$ cat config.mk
export PLATFORM = sky130hd
export DESIGN_NAME = joypad_port
export DESIGN_NICKNAME = d
export VERILOG_FILES = /design/src/rtl/joypad_port.sv
export SDC_FILE = /design/constraint.sdc
export NUM_CORES = 1
export LEC_CHECK = 0
export CORE_ASPECT_RATIO = 1.25
export CORE_MARGIN = 2
export CORE_UTILIZATION = 35
export CTS_CLUSTER_SIZE = 40
export DETAILED_ROUTE_END_ITERATION = 7
export GPL_ROUTABILITY_DRIVEN = 0
export PLACE_DENSITY = 0.75
export SYNTH_ARGS = -nofsm -noshare
export SYNTH_HDL_FRONTEND = slang
export SYNTH_SLANG_ARGS = --single-unit
$ cat constraint.sdc
create_clock -name clock -period 1.4 [get_ports clock]
set_clock_uncertainty 0.2 [all_clocks]
set_input_delay 0.35 -clock clock [delete_from_list [all_inputs] [get_ports clock]]
set_output_delay 0.35 -clock clock [all_outputs]
set_load 0.005 [all_outputs]
$ cat src/rtl/joypad_port.sv
// joypad_port: NES controller port on the cpu_2a03 bus ($4016 / $4017).
// Holds the controller latch bit, snapshots the pads into shift registers and
// returns one button bit per completed read, with an open-bus upper byte of 8'h40.
// Optional feature macro: JOYPAD_PORT2_EN builds the pad 2 path; when it is
// undefined, $4017 reads return 8'h40 with data_oe still asserted.
module joypad_port #(
  parameter int unsigned SYNC_STAGES = 2  // 2 or 3
) (
  input  logic       clock,
  input  logic       nreset,
  input  logic       addr4016w,
  input  logic       naddr4016r,
  input  logic       naddr4017r,
  input  logic [7:0] data_in,
  input  logic [7:0] pad1_buttons,
  input  logic [7:0] pad2_buttons,
  output logic [7:0] data_out,
  output logic       data_oe
);

  logic [SYNC_STAGES-1:0][7:0] r_sync1;
  logic [7:0]                  w_sync1;
  logic                        r_latch;
  logic [7:0]                  r_sr1;
  logic                        r_r1;
  logic                        w_rd1_done;
  logic                        w_bit1;
  logic                        w_bit2;
  logic                        w_unused;

  assign w_sync1    = r_sync1[SYNC_STAGES-1];
  assign w_rd1_done = ~r_r1 & naddr4016r;
  // While latched, reads see the live synchronized A button.
  assign w_bit1     = r_latch ? w_sync1[0] : r_sr1[0];

  // Pad 1 button synchronizer chain
  always_ff @(posedge clock or negedge nreset) begin
    if (!nreset) begin
      r_sync1 <= '0;
    end else begin
      r_sync1 <= {r_sync1[SYNC_STAGES-2:0], pad1_buttons};
    end
  end

  // Controller latch bit written through $4016
  always_ff @(posedge clock or negedge nreset) begin
    if (!nreset) begin
      r_latch <= 1'b0;
    end else if (addr4016w) begin
      r_latch <= data_in[0];
    end
  end

  // Registered $4016 strobe for read-completion (rising) edge detection
  always_ff @(posedge clock or negedge nreset) begin
    if (!nreset) begin
      r_r1 <= 1'b1;
    end else begin
      r_r1 <= naddr4016r;
    end
  end

  // Pad 1 shift register: reload while latched, else shift one per completed read
  always_ff @(posedge clock or negedge nreset) begin
    if (!nreset) begin
      r_sr1 <= 8'hFF;
    end else if (r_latch) begin
      r_sr1 <= w_sync1;
    end else if (w_rd1_done) begin
      r_sr1 <= {1'b1, r_sr1[7:1]};
    end
  end

`ifdef JOYPAD_PORT2_EN
  logic [SYNC_STAGES-1:0][7:0] r_sync2;
  logic [7:0]                  w_sync2;
  logic [7:0]                  r_sr2;
  logic                        r_r2;
  logic                        w_rd2_done;

  assign w_sync2    = r_sync2[SYNC_STAGES-1];
  assign w_rd2_done = ~r_r2 & naddr4017r;
  assign w_bit2     = r_latch ? w_sync2[0] : r_sr2[0];
  assign w_unused   = ^data_in[7:1];

  // Pad 2 button synchronizer chain
  always_ff @(posedge clock or negedge nreset) begin
    if (!nreset) begin
      r_sync2 <= '0;
    end else begin
      r_sync2 <= {r_sync2[SYNC_STAGES-2:0], pad2_buttons};
    end
  end

  // Registered $4017 strobe for read-completion edge detection
  always_ff @(posedge clock or negedge nreset) begin
    if (!nreset) begin
      r_r2 <= 1'b1;
    end else begin
      r_r2 <= naddr4017r;
    end
  end

  // Pad 2 shift register, same reload/shift rules as pad 1
  always_ff @(posedge clock or negedge nreset) begin
    if (!nreset) begin
      r_sr2 <= 8'hFF;
    end else if (r_latch) begin
      r_sr2 <= w_sync2;
    end else if (w_rd2_done) begin
      r_sr2 <= {1'b1, r_sr2[7:1]};
    end
  end
`else
  assign w_bit2   = 1'b0;
  assign w_unused = ^{data_in[7:1], pad2_buttons, naddr4017r & 1'b0};
`endif

  // Read data mux; pad 1 wins when both strobes are low
  always_comb begin
    data_out = 8'h40;
    if (!naddr4016r) begin
      data_out[0] = w_bit1;
    end else if (!naddr4017r) begin
      data_out[0] = w_bit2;
    end
  end

  assign data_oe = ~naddr4016r | ~naddr4017r;

endmodule

==> qor.csv <==
metric,value,unit
tns,-1210,ps
track_usage,0.126,
fin_crit_sh,1.24,
final_nets,127,
ys_types,19,
die_y,64.0,um
p_per_area,1100,nW/um^2
peakVddDrop,0.000763,V
drc,0,
final_cell_mix,"dfrtp_1 (17), clkdlybuf4s50_1 (11), dfstp_2 (9)",
final-max-slew-violation-count,0,
synth-simple-area-share,0.166,
yosys_warnings,0,
switching_share,0.219,
min_period,1730,ps
cp-start-kind,flop,
hold_buffers,0,
p_int,1.20,mW
vias,593,
crit_arrival,1180,ps
rsz0062_at_grt,true,
syn_to_final_growth,37.8,%
cts_tree,done,
firstDrtPassIters,2,
synthMuxAreaShare,0.0112,
fmax,0.577,GHz
synth_fa_ha_area_frac,0,
ys_seq_area_frac,0.657,
fillerInstances,228,
drt_iter0_drc,8,
cts_inserted_buffers,3,
syn_avg_cell_area,14.8,um^2
synth_top_family_by_area,simple AND/OR/NAND/NOR gates,
synth_compound_gate_area_share,0.0770,
synth.cell_area,1010,um^2
synth-seq-cells,26,
hp-class,in -> reg,
crit_fanout,2,
antenna_cells,0,
drv_cap,0,
clkSinkCount,26,
fp.dieArea,3330,um^2
hold_violations,0,
worstPathRequired,850,ps
clk_latency,310,ps
grt.overflow.total,0,
grt_max_degree,27,
critical_path.endpoint_type,output pin,
crit_type,reg -> out,
yosys.area_share.xor_xnor,0,
io_pins,38,
final_common_cell,dfrtp_1,
clock_path_buffers,2,
status,finished with violations,
placementRows,21,
pre_cts_slack,-712,ps
coreArea,2710,um^2
antenna_left,0,
failed_checks,negative setup slack,
start_util,0.372,
seq_power_share,0.569,
holdWs,155,ps
setup_viol,9,
synth_cells,68,
layout_setup_ws,-334,ps
wl_per_cell,13.2,um
clkPwrFrac,0.236,
htreeDepth,1,
drt-vias-per-instance,4.53,
portBuffers,15,
grt_antenna_before_repair,0,
grt_pass1_vias,659,
p_leak,0.623,nW
p_switching,0.335,mW
layout-drive-gt1-share,0.371,
root_buffer,clkbuf_4,
combPwrFrac,0.195,
grt_pass1_wl,3.04,mm
drt-total-wl,1.73,mm
chipWidth,52.0,um
clk_pin_slew_worst_paths,130,ps
==> path summary, 6_finish.rpt <==
kind	from	endpoint	slack, ps	cells past startpoint
setup / recovery	r_sr1[0]	data_out[0]	-330	3
hold / removal	naddr4016r	r_sr1[0]	150	3
setup reg to reg	r_latch	r_sr1[4]	-150	6
hold reg to reg	r_sync1[2]	w_sync1[2]	160	0
max in group asynchronous	nreset	r_sr1[5]	610	2
min in group asynchronous	nreset	w_sync1[1]	170	2
==> cells by family after synthesis <==
group	Yosys count
flip-flops	26
AND/OR/NAND/NOR	20
buffers and inverters	10
AO/OA/AOI/OAI	9
other	2
multiplexers	1
==> flip-flops by register name, summed over array words and instances (netlist names) <==
signal,count
r_sr1,8
w_sync1,8
r_r1,1
r_sync1,8
r_latch,1
==> metal layers <==
layer / GRT usage / wire length [um]
met5: 0 / 0
met4: 0.0625 / 11
met3: 0.0374 / 65
met2: 0.214 / 968
met1: 0.139 / 683
==> worst max-delay path, cell delays in order (launching register included) <==
cell and delay (ps):
dfstp_2 570, nand2b_4 60, a21oi_2 130, buf_2 120
==> area by class of cell <==
cell class / count / area (um^2) / area share
Tap cell: 34 / 42.5 / 0.0307
Sequential cell: 26 / 662 / 0.477
Clock buffer: 4 / 36.3 / 0.0261
Multi-Input combinational cell: 37 / 297 / 0.214
Timing Repair Buffer: 30 / 350 / 0.252
==> power by group through the flow <==
stage	Combinational [mW]	Sequential (mW)	Clock, mW
5_1_grt	0.322	0.881	0.417
6_report	0.299	0.872	0.362
3_5_place_dp	0.195	0.883	0
4_1_cts	0.297	0.871	0.377
2_1_floorplan	0.124	0.872	0
3_3_place_gp	0.188	0.881	0
==> repair_timing <==
action / in CTS / in global routing
cloned: 3 / 0
buffers inserted: 5 / 0
resized for setup: 23 / 1
pin swaps: 6 / 2
setup endpoints to repair: 9 / 9
==> Yosys cell counts, drive strengths merged <==
cell type  instances  area share
nor2               1      0.0037
buf                8       0.063
a221o              6       0.060
nand2b             2       0.012
nand4bb            1       0.011
conb               2      0.0075
dfstp              9        0.23
nor2b              4       0.025
o211ai             1      0.0075
mux2               1       0.011
and4bb             6       0.075
nand2              2      0.0075
clkbuf             2       0.017
and2b              4       0.032
a21oi              2      0.0099
dfrtp             17        0.42
==> per-stage QoR <==
stage                     cell area, um^2  utilization  power (mW)  std cells
after CTS                            1390        0.512        1.55        131
after global placement               1200        0.444        1.07        119
after floorplan                      1030            -       0.996         73
final                                1390        0.513        1.53        131
after global routing                 1390        0.513        1.62        131
after detailed placement             1200        0.444        1.08        119
(Power assumes the default switching activity.)
